===== config.mk =====
export PLATFORM = sky130hd
export DESIGN_NAME = mdu_issue_ctrl
export DESIGN_NICKNAME = d
export VERILOG_FILES = /design/src/rtl/mdu_issue_ctrl_pkg.sv /design/src/rtl/mdu_issue_ctrl_lat_counter.sv /design/src/rtl/mdu_issue_ctrl.sv
export SDC_FILE = /design/constraint.sdc
export NUM_CORES = 1
export LEC_CHECK = 0
export BUFFER_PORTS_ARGS = -buffer_cell sky130_fd_sc_hd__clkbuf_2
export CORE_ASPECT_RATIO = 0.5
export CORE_MARGIN = 3
export CORE_UTILIZATION = 45
export CTS_CLUSTER_DIAMETER = 100
export DETAILED_ROUTE_END_ITERATION = 12
export HOLD_SLACK_MARGIN = 0.15
export PLACE_DENSITY_LB_ADDON = 0.1
export SLEW_MARGIN = 40
export SYNTH_ARGS = -nofsm -noshare
export SYNTH_HDL_FRONTEND = slang
export SYNTH_SLANG_ARGS = --single-unit

===== constraint.sdc =====
create_clock -name clk -period 1.5 [get_ports clk]
set_input_delay 0.3 -clock clk [delete_from_list [all_inputs] [get_ports clk]]
set_output_delay 0.3 -clock clk [all_outputs]
set_load 0.01 [all_outputs]

===== src/rtl/mdu_issue_ctrl_pkg.sv =====
// Shared definitions for the MDU issue controller: op codes, latency defaults,
// FSM state encoding and op-class helpers.
package mdu_issue_ctrl_pkg;

  typedef enum logic [2:0] {
    MDU_none  = 3'd0,
    MDU_mult  = 3'd1,
    MDU_multu = 3'd2,
    MDU_div   = 3'd3,
    MDU_divu  = 3'd4,
    MDU_mthi  = 3'd5,
    MDU_mtlo  = 3'd6
  } mdu_op_e;

  localparam int unsigned MULT_CYCLES_DEF = 5;
  localparam int unsigned DIV_CYCLES_DEF  = 10;
  localparam int unsigned CNT_W_DEF       = 4;

  typedef enum logic {
    ST_IDLE = 1'b0,
    ST_RUN  = 1'b1
  } mdu_state_e;

  // LONG ops occupy the MDU for several cycles and need a Start pulse.
  function automatic logic is_long_op(input logic [2:0] op);
    return (op == MDU_mult) || (op == MDU_multu) ||
           (op == MDU_div)  || (op == MDU_divu);
  endfunction

  function automatic logic is_mult_op(input logic [2:0] op);
    return (op == MDU_mult) || (op == MDU_multu);
  endfunction

endpackage


===== src/rtl/mdu_issue_ctrl_lat_counter.sv =====
// Latency counter shadowing the MDU busy window: load, hold or decrement,
// with a flag marking the final busy cycle.
module mdu_lat_counter #(
  parameter int unsigned CNT_W = 4
) (
  input  logic             clk,
  input  logic             rst,
  input  logic             i_load,
  input  logic [CNT_W-1:0] i_load_val,
  input  logic             i_dec,
  output logic             o_is_one
);

  logic [CNT_W-1:0] r_cnt;

  always_ff @(posedge clk or posedge rst) begin
    if (rst) begin
      r_cnt <= '0;
    end else if (i_load) begin
      r_cnt <= i_load_val;
    end else if (i_dec) begin
      r_cnt <= r_cnt - CNT_W'(1);
    end
  end

  assign o_is_one = (r_cnt == CNT_W'(1));

endmodule


===== src/rtl/mdu_issue_ctrl.sv =====
// Issue/hazard controller for the E-stage multiply/divide unit: starts MDU ops,
// mirrors the MDU busy window and stalls D-stage MDU/HI-LO instructions.
module mdu_issue_ctrl
  import mdu_issue_ctrl_pkg::*;
#(
  parameter int unsigned MULT_CYCLES = MULT_CYCLES_DEF,
  parameter int unsigned DIV_CYCLES  = DIV_CYCLES_DEF,
  parameter int unsigned CNT_W       = CNT_W_DEF
) (
  input  logic        clk,
  input  logic        reset,
  input  logic        Req,
  input  logic        E_Valid,
  input  logic [2:0]  E_MDUOp,
  input  logic [2:0]  D_MDUOp,
  input  logic        D_UseHILO,
  output logic        Start,
  output logic [2:0]  MDUOp,
  output logic        Busy,
  output logic        Stall_D,
  output logic        ProtoErr,
  output logic [15:0] StallCnt
);

  mdu_state_e       r_state;
  logic             r_proto_err;
  logic [15:0]      r_stall_cnt;

  logic             w_issue_ok;
  logic             w_e_long;
  logic             w_d_hazard;
  logic             w_dec;
  logic             w_cnt_one;
  logic [CNT_W-1:0] w_load_val;

  assign w_issue_ok = E_Valid && !Req;
  assign w_e_long   = is_long_op(E_MDUOp);
  assign w_d_hazard = (D_MDUOp != MDU_none) || D_UseHILO;

  assign Start    = w_issue_ok && w_e_long && (r_state == ST_IDLE);
  assign MDUOp    = w_issue_ok ? E_MDUOp : 3'(MDU_none);
  assign Busy     = (r_state == ST_RUN);
  assign Stall_D  = w_d_hazard && (Busy || Start);
  assign ProtoErr = r_proto_err;
  assign StallCnt = r_stall_cnt;

  assign w_load_val = is_mult_op(E_MDUOp) ? CNT_W'(MULT_CYCLES) : CNT_W'(DIV_CYCLES);
  // The MDU freezes while Req is high, so the shadow counter must too.
  assign w_dec      = (r_state == ST_RUN) && !Req;

  mdu_lat_counter #(
    .CNT_W(CNT_W)
  ) u_lat_counter (
    .clk        (clk),
    .rst        (reset),
    .i_load     (Start),
    .i_load_val (w_load_val),
    .i_dec      (w_dec),
    .o_is_one   (w_cnt_one)
  );

  always_ff @(posedge clk or posedge reset) begin
    if (reset) begin
      r_state     <= ST_IDLE;
      r_proto_err <= 1'b0;
      r_stall_cnt <= '0;
    end else begin
      case (r_state)
        ST_IDLE: if (Start) r_state <= ST_RUN;
        ST_RUN:  if (w_dec && w_cnt_one) r_state <= ST_IDLE;
        default: r_state <= ST_IDLE;
      endcase

      if (w_issue_ok && w_e_long && (r_state == ST_RUN)) begin
        r_proto_err <= 1'b1;
      end

      if (Stall_D && (r_stall_cnt != '1)) begin
        r_stall_cnt <= r_stall_cnt + 16'd1;
      end
    end
  end

endmodule


==> Word-level counts from Yosys, hierarchy flattened <==
Index checks and enable logic that the tools add are counted.
{ "classes": {"n_eq_ne": 6, "mux": 7, "n_bitwise": 1, "n_reduce_logical": 16, "n_addsub": 2} }
{ "ops": {"columns": ["cell", "count"], "rows": [
  ["16-bit by 1-bit adder with 16-bit output (second input constant)", 1],
  ["16-bit inequality test (second input constant)", 1],
  ["4-bit 2-to-1 mux", 3],
  ["1-bit logical AND", 8],
  ["3-bit by 2-bit equality test with 1-bit output (second input constant)", 2],
  ["1-bit logical OR", 5],
  ["4-bit by 1-bit equality test with 1-bit output (second input constant)", 1],
  ["4-bit by 1-bit subtractor with 4-bit output (second input constant)", 1],
  ["3-bit by 1-bit equality test with 1-bit output (second input constant)", 1],
  ["3-bit equality test (second input constant)", 1],
  ["3-bit 2-to-1 mux", 1],
  ["3-bit nonzero test", 1],
  ["1-bit 2-to-1 mux", 2],
  ["1-bit case mux with 2 select lines", 1],
  ["2-bit nonzero test", 1],
  ["1-bit zero test", 1],
  ["1-bit NOT", 1]
]} }
{ "totals": {"regBits": 22, "wordCells": 36} }

==> Logic depth before layout (Yosys ltp) <==
Gate-level depths: netlist of run 1.
{ "depth": {"word_depth": 9, "ltp_mapped": 6} }

==> Modules after synthesis <==
From an unflattened synthesis of run 1, not the netlist that was laid out.
{ "hier_totals": {"hier_cells": 108, "area_unflattened_um2": 1201.2} }
{ "modules_own_cells": {"columns": ["mod", "instances", "cells_each", "area_each_um2"], "rows": [
  ["mdu_issue_ctrl", 1, 84, 957.2],
  ["mdu_lat_counter", 1, 24, 244.0]
]} }

==> Worst setup path after synthesis of run 1 <==
OpenSTA, ideal clock, no wires.
{ "synth_path": {"path_kind": "reg-to-reg", "start": "register r_stall_cnt[10] (netlist: StallCnt[10])", "end": "register r_stall_cnt[1] (netlist: StallCnt[1])", "setup_time_ns": 0.125, "path_stages_with_launch": 5, "path_buffers": 0, "t_required_ns": 1.375, "path_slack_ns": -0.233, "arrival_time_ns": 1.608, "period_less_slack_ns": 1.733, "cell_sequence": "dfrtp_1 > and4_1 > and4_4 > a211oi_4 > mux2_2"} }
{ "synth_via": {"elab_chain_cells": 2} }
{ "synth_rtl": {"columns": ["item", "line_no", "text"], "rows": [
  ["start, declared", "mdu_issue_ctrl.sv:27", "logic [15:0] r_stall_cnt;"],
  ["start signal, assigned", "mdu_issue_ctrl.sv:79", "r_stall_cnt <= r_stall_cnt + 16'd1;"],
  ["16-bit inequality test", "mdu_issue_ctrl.sv:78", "if (Stall_D && (r_stall_cnt != '1)) begin"],
  ["1-bit logical AND", "mdu_issue_ctrl.sv:78", null]
]} }
Every way passes these cells.
A chain may end at the register's enable or synchronous reset.

==> Worst setup path after layout of run 1 <==
{ "layout_path": {"start": "register r_stall_cnt[14] (netlist: StallCnt[14])", "end": "register r_stall_cnt[1] (netlist: StallCnt[1])"} }
The elaborated chain is that of the path after synthesis.

==> results of run 1 <==
-- cells in the mapped netlist (2+ instances only) --
cell type,instances,area share (%)
and2_1,4,2.1
nor2b_1,2,1.1
a21o_1,2,1.3
dfrtp_1,22,46
and4_4,2,1.9
o21ai_0,3,1.3
nand3_1,7,3.0
nor2_1,6,1.9
or2_2,2,1.1
and4_1,2,1.5
xnor2_1,11,8.1
nand2b_1,2,1.1
ha_1,3,3.2
and3_1,5,2.6
nand4_1,5,2.6
nand2_1,6,1.9
mux2_2,2,1.9
a21oi_1,4,1.7
a31oi_1,2,1.1
inv_1,4,1.3
-- per-layer routing --
metal  global-route usage (%)  wire length (um)  up-vias
met5                        0                 0        -
li1                         -                 -      568
met3                     4.94               171        6
met4                     9.41                53        0
met2                     39.1              1930       37
met1                     23.8              1510      583
-- cell type report --
| cell class | instances | area share [%] |
|---|---|---|
| clock buffers | 4 | 2.29 |
| inverters | 4 | 0.762 |
| multi-input cells | 85 | 37.0 |
| flip-flops and latches | 22 | 28.1 |
| well taps | 35 | 2.22 |
| repair buffers | 80 | 29.7 |
-- path summary, 6_finish.rpt --
| path | from | end | slack [ns] | cells after the start |
|---|---|---|---|---|
| min | ProtoErr$_DFFE_PP0P_ | ProtoErr$_DFFE_PP0P_ | 0.46 | 1 |
| min reg2reg | ProtoErr$_DFFE_PP0P_ | ProtoErr$_DFFE_PP0P_ | 0.46 | 1 |
| max in group asynchronous | reset | StallCnt[0]$_DFFE_PP0P_ | 0.64 | 4 |
| max reg2reg | StallCnt[14]$_DFFE_PP0P_ | StallCnt[1]$_DFFE_PP0P_ | -0.12 | 5 |
| max | StallCnt[14]$_DFFE_PP0P_ | StallCnt[1]$_DFFE_PP0P_ | -0.12 | 5 |
| min in group asynchronous | reset | StallCnt[9]$_DFFE_PP0P_ | 0.63 | 4 |
-- repair_timing --
item | in CTS | in global routing
endpoints found under the setup margin | 17 | 18
gates resized for setup | 18 | 26
cloned | 1 | 0
pin swaps | 9 | 17
hold buffers | 1 | 0
buffers inserted | 7 | 7
hold endpoints to repair | 22 | 0
-- kinds of logic after synthesis --
kind of cell | after synthesis
adders and majority gates | 3
buffers and inverters | 5
muxes | 3
DFF | 22
AOI/OAI and AO/OA | 19
xor gates and xnor gates | 12
and+or+nand+nor | 48
-- sequential cells by signal, indices dropped and copies added, names as in the netlist --
register and flops:
StallCnt 16, ProtoErr 1, u_lat_counter.r_cnt 4, Busy 1
-- power by group through the flow --
stage          Sequential, uW  Clock (uW)  Combinational, uW
2_1_floorplan             978           0                507
3_3_place_gp              891           0               1040
3_5_place_dp              902           0               1070
4_1_cts                   907         383               1230
5_1_grt                   947         415               1500
6_report                  924         370               1370
-- metrics by stage --
stage               instances  hold slack [ns]  total power [uW]
floorplan                 112            0.289              1490
global placement          212            0.325              1930
detailed placement        212            0.331              1970
CTS                       225            0.464              2520
global route              230            0.513              2860
finish                    230            0.457              2660
-- critical path: stages (launching register included) --
cell      delay (ns)
dfrtp_1         0.37
and3_1          0.19
and4_4          0.21
a211oi_4        0.26
buf_6           0.17
mux2_4          0.30
-- cell usage in the layout (no fill, tap or decap), types with 2 or more instances in the layout --
cell type / count
a21o_1: 2
and2_1: 4
mux2_4: 3
nand3_2: 4
dfrtp_2: 2
inv_1: 4
clkbuf_2: 30
a31oi_1: 2
nand4_1: 5
dfrtp_1: 20
and4_4: 4
nand2_1: 5
buf_6: 13
a21oi_1: 4
xnor2_1: 10
nand3_1: 2
and3_1: 4
nor2_4: 3
ha_1: 2
o21ai_0: 3
buf_4: 35
nor2_1: 4
nand2b_1: 2
clkbuf_8: 3
==> results.json, run 1 <==
{
  "synth_xor_xnor_area_share_pct": 8.87,
  "routed_via_density": 5.19,
  "rsz0062_at_grt": "true",
  "power_frac_comb_pct": 51.4,
  "multi_input_area_sq_um": 728,
  "synthArstFlopShare_pct": 100,
  "regArea_sq_um": 553,
  "path_max_fanout": 5,
  "netlist_instances": 112,
  "grt_pass1_wl_um": 5480,
  "syn_to_final_growth_pct": 66.2,
  "ys.flop_type": "dfrtp_1",
  "antenna_left": 0,
  "p_switching_uw": 970,
  "seqPwrFrac_pct": 34.7,
  "tns_ns": -0.656,
  "root_buffer": "clkbuf_8",
  "power.leakage_uw": 0.000959,
  "die_h_um": 42.3,
  "cts-buffers-inserted": 3,
  "synthSimpleGateAreaFrac_pct": 23.9,
  "slew_violations": 0,
  "critPathLaunchType": "register",
  "grt_max_degree": 23,
  "synth_cell_type_count": 36,
  "vias": 1194,
  "muxShareOfSynthArea_pct": 2.85,
  "synth_edf_count": 0,
  "wirelength_um": 3660,
  "switching_share_pct": 36.4,
  "hpwl_um": 2100,
  "finalCritPeriodShare_pct": 108,
  "drtPass1Iterations": 4,
  "fin_area_sq_um": 1970,
  "crit_arrival_ns": 1.77,
  "ys_ff_latch": 22,
  "cts_tree": "built",
  "die-width_um": 78.6,
  "htreeDepth": 1,
  "power.internal_uw": 1690,
  "maxCapViolCount": 0,
  "hp-class": "reg -> reg",
  "synth_compound_area_share_pct": 12.6,
  "worst_pin_slew_ns": 0.303,
  "start_util_pct": 50.3,
  "pre_cts_ws_ns": -0.213,
  "yosysSeqAreaShare_pct": 46.5,
  "synth_top_family_by_area": "simple AND/OR/NAND/NOR gates",
  "syn-cell-area_sq_um": 1180,
  "synthAdderAreaFrac_pct": 3.17,
  "cts.clk_slew.worst_paths_ns": 0.07,
  "grt_pass1_vias": 1167,
  "cp-end-kind": "register",
  "required_ns": 1.65,
  "core-area_sq_um": 2360,
  "num_rows": 12,
  "clock_skew_ns": 0.00271,
  "fmax_ghz": 0.617,
  "n_fill_cell": 138,
  "synth.yosys.warnings": 0,
  "routedWlPerCell_um": 15.9,
  "placed_area_sq_um": 1650,
  "die_area_sq_um": 3320,
  "clock_latency_ns": 0.26,
  "overflow": 0,
  "clkPwrFrac_pct": 13.9,
  "fin_util_pct": 83.5,
  "fin_nets": 210,
  "cts.sinks": 22,
  "slew_headroom_pct": 79.8,
  "power.density_nw_per_um2": 1350,
  "critical_path_class": "reg -> reg",
  "io_pins": 34,
  "violations": "setup timing",
  "grt_use_total_pct": 21.4,
  "outcome": "complete, but fails checks",
  "drive_above_1_share_pct": 57.4,
  "syn_nets": 126,
  "setup_slack_ns": -0.120,
  "antenna_found_initial": 0,
  "postSynthAreaPerCell_sq_um": 10.6,
  "place_congestion": 0.785,
  "drtIter0Drc": 42,
  "port_buffers": 33,
  "ir_drop_uv": 1130,
  "route.detailed.drc": 0,
  "clk_path_buf_depth": 2,
  "num_antenna_cells": 0,
  "setup_viol": 12,
  "hold_viol": 0,
  "period_minus_slack_ns": 1.62
}
Note: power is estimated with default switching activity, not from simulation.
==> inputs of run 2 (changes only) <==
CORE_UTILIZATION = 46   (was 45)
SYNTH_HIERARCHICAL = 1   (was default)
==> results.json, run 2 <==
{
  "critical_path_class": "reg -> reg",
  "largest_reg_flops": 16,
  "root_buffer": "clkbuf_8",
  "drtIter0Drc": 46,
  "start_util_pct": 51.3,
  "syn_to_final_growth_pct": 66.5,
  "ff2ff_setup_slack_ns": -0.14,
  "hp-class": "in -> reg",
  "hold_end": "u_lat_counter/r_cnt[2]$_DFFE_PP0P_",
  "slew_headroom_pct": 72.6,
  "grt_max_degree": 13,
  "grt_pass1_vias": 1084,
  "netlist_instances": 108,
  "power_frac_comb_pct": 49.5,
  "multi_input_area_sq_um": 777,
  "fin_util_pct": 85.4,
  "r2r-end": "StallCnt[1]$_DFFE_PP0P_",
  "synth_cell_type_count": 31,
  "fin_area_sq_um": 2000,
  "ys_top_cells_by_count": "dfrtp_1 (22), xnor2_1 (13), nand3_1 (10)",
  "die_area_sq_um": 3300,
  "clock_latency_ns": 0.26,
  "setup_viol": 14,
  "crit_arrival_ns": 1.79,
  "finalCritPeriodShare_pct": 109,
  "synth.yosys.warnings": 6,
  "yosys.area.top_type_share_pct": 45.8,
  "routed_via_density": 5.08,
  "syn-cell-area_sq_um": 1200,
  "final_common_cell": "buf_4",
  "die-width_um": 78.3,
  "place_inst": 208,
  "ys_top_cells_by_area": "dfrtp_1 (46%), xnor2_1 (9.5%), xor2_1 (4.4%)",
  "setup_slack_ns": -0.139,
  "critPathLaunchType": "register",
  "ys.flop_type": "dfrtp_1",
  "io_pins": 34,
  "antenna_found_initial": 0,
  "fmax_ghz": 0.610,
  "period_minus_slack_ns": 1.64,
  "rsz0062_at_grt": "true",
  "power.leakage_uw": 0.000967,
  "worstHoldStart": "E_MDUOp[2]",
  "power.density_nw_per_um2": 1360,
  "final_cell_mix": "buf_4 (39), clkbuf_2 (30), dfrtp_1 (21), xnor2_1 (11)",
  "synth_edf_count": 0,
  "placed_area_sq_um": 1670,
  "worst_pin_slew_ns": 0.409,
  "cp-end-kind": "register",
  "regArea_sq_um": 552,
  "outcome": "complete, but fails checks",
  "synthArstFlopShare_pct": 100,
  "synth_most_common_cell": "dfrtp_1",
  "ir_drop_uv": 1210,
  "switching_share_pct": 36.3,
  "cts_tree": "built",
  "ys_ff_latch": 22,
  "vias": 1137,
  "wirelength_um": 3230,
  "overflow": 0,
  "seqPwrFrac_pct": 34.8,
  "drtPass1Iterations": 4,
  "core-area_sq_um": 2340,
  "hold_depth": 4,
  "cts.sinks": 22,
  "hold_viol": 0,
  "path_max_fanout": 5,
  "clock_skew_ns": 0.00249,
  "p_switching_uw": 989,
  "syn_nets": 122,
  "fin_nets": 204,
  "cts.clk_slew.worst_paths_ns": 0.08,
  "num_rows": 12,
  "postSynthAreaPerCell_sq_um": 11.1,
  "port_buffers": 33,
  "route.detailed.drc": 0,
  "num_antenna_cells": 0,
  "power.internal_uw": 1730,
  "routedWlPerCell_um": 14.4,
  "worstReg2RegStart": "StallCnt[0]$_DFFE_PP0P_",
  "reg2reg_depth": 6,
  "yosysTopAreaCell": "dfrtp_1",
  "required_ns": 1.65,
  "pre_cts_ws_ns": -0.193,
  "htreeDepth": 1,
  "maxCapViolCount": 0,
  "tns_ns": -0.873,
  "n_fill_cell": 141,
  "violations": "setup timing",
  "place_congestion": 0.852,
  "drive_above_1_share_pct": 59.3,
  "antenna_left": 0,
  "cts-buffers-inserted": 3,
  "clk_path_buf_depth": 2,
  "die_h_um": 42.1,
  "grt_use_total_pct": 19.4,
  "hpwl_um": 2090,
  "stdcell_count": 224,
  "yosysSeqAreaShare_pct": 45.8,
  "grt_pass1_wl_um": 5050,
  "slew_violations": 0,
  "clkPwrFrac_pct": 15.7
}
==> run 2: cell types whose count changed in the layout (fill, tap and decap cells not counted), sizes merged, moves of 3 or more <==
cell and change:
xor2 +5, nor2 -5, buf -3, nand3 +3, a21oi -3
==> run 2: worst max-delay path: stages, from the launching register on <==
cell      delay, ns
dfrtp_2        0.43
ha_4           0.18
nand3_4        0.10
nor3_4         0.06
a211oi_4       0.30
buf_12         0.16
mux2_4         0.29
==> run 2: final cells by class <==
| cell class | instances | share of cell area (%) |
|---|---|---|
| multi-input combinational | 81 | 38.9 |
| timing repair buffer | 77 | 27.7 |
| sequential | 22 | 27.6 |
| clock buffer | 4 | 2.75 |
| tap | 35 | 2.19 |
| inverter | 5 | 0.939 |
==> run 2: power groups by stage <==
stage	Clock [uW]	Sequential, uW	Combinational, uW
after CTS	425	932	1240
after detailed placement	0	921	1030
after floorplan	0	1000	473
final	427	948	1350
after global routing	470	965	1470
after global placement	0	914	1010
==> run 2: logic make-up after synthesis <==
family	share of synthesized area (%)
fa+ha+maj	3.13
buf+inv	1.56
flops	45.8
mux	2.19
xor+xnor	13.9
simple gates	25.4
compound gates	8.02
==> run 2: worst max-delay path by stage <==
stage                       startpoint                 endpoint  cells after the start
4_1_cts        StallCnt[0]$_DFFE_PP0P_  StallCnt[1]$_DFFE_PP0P_                      6
3_3_place_gp                E_MDUOp[1]  StallCnt[1]$_DFFE_PP0P_                      5
2_1_floorplan  StallCnt[7]$_DFFE_PP0P_  StallCnt[1]$_DFFE_PP0P_                      4
6_report       StallCnt[0]$_DFFE_PP0P_  StallCnt[1]$_DFFE_PP0P_                      6
3_5_place_dp                E_MDUOp[1]  StallCnt[1]$_DFFE_PP0P_                      5
5_1_grt        StallCnt[0]$_DFFE_PP0P_  StallCnt[1]$_DFFE_PP0P_                      6
==> run 2: layer usage <==
metal,vias up,routed length (um),track usage [%]
met1,554,1450,25.4
met3,0,180,5.36
met5,-,0,0
li1,548,-,-
met2,35,1600,33.3
met4,0,0,2.09
==> run 2: per-stage QoR <==
| stage | total power [uW] | hold WS [ns] |
|---|---|---|
| floorplan | 1480 | 0.0661 |
| global placement | 1920 | 0.176 |
| detailed placement | 1960 | 0.174 |
| CTS | 2590 | 0.417 |
| global route | 2910 | 0.459 |
| finish | 2720 | 0.410 |
==> run 2: what timing repair did <==
item,in CTS,in global routing
buffers inserted,6,5
endpoints found under the hold margin,11,0
cloned,1,0
hold buffers,1,0
setup endpoints to repair,14,18
pin swaps,10,15
gates resized for setup,13,20
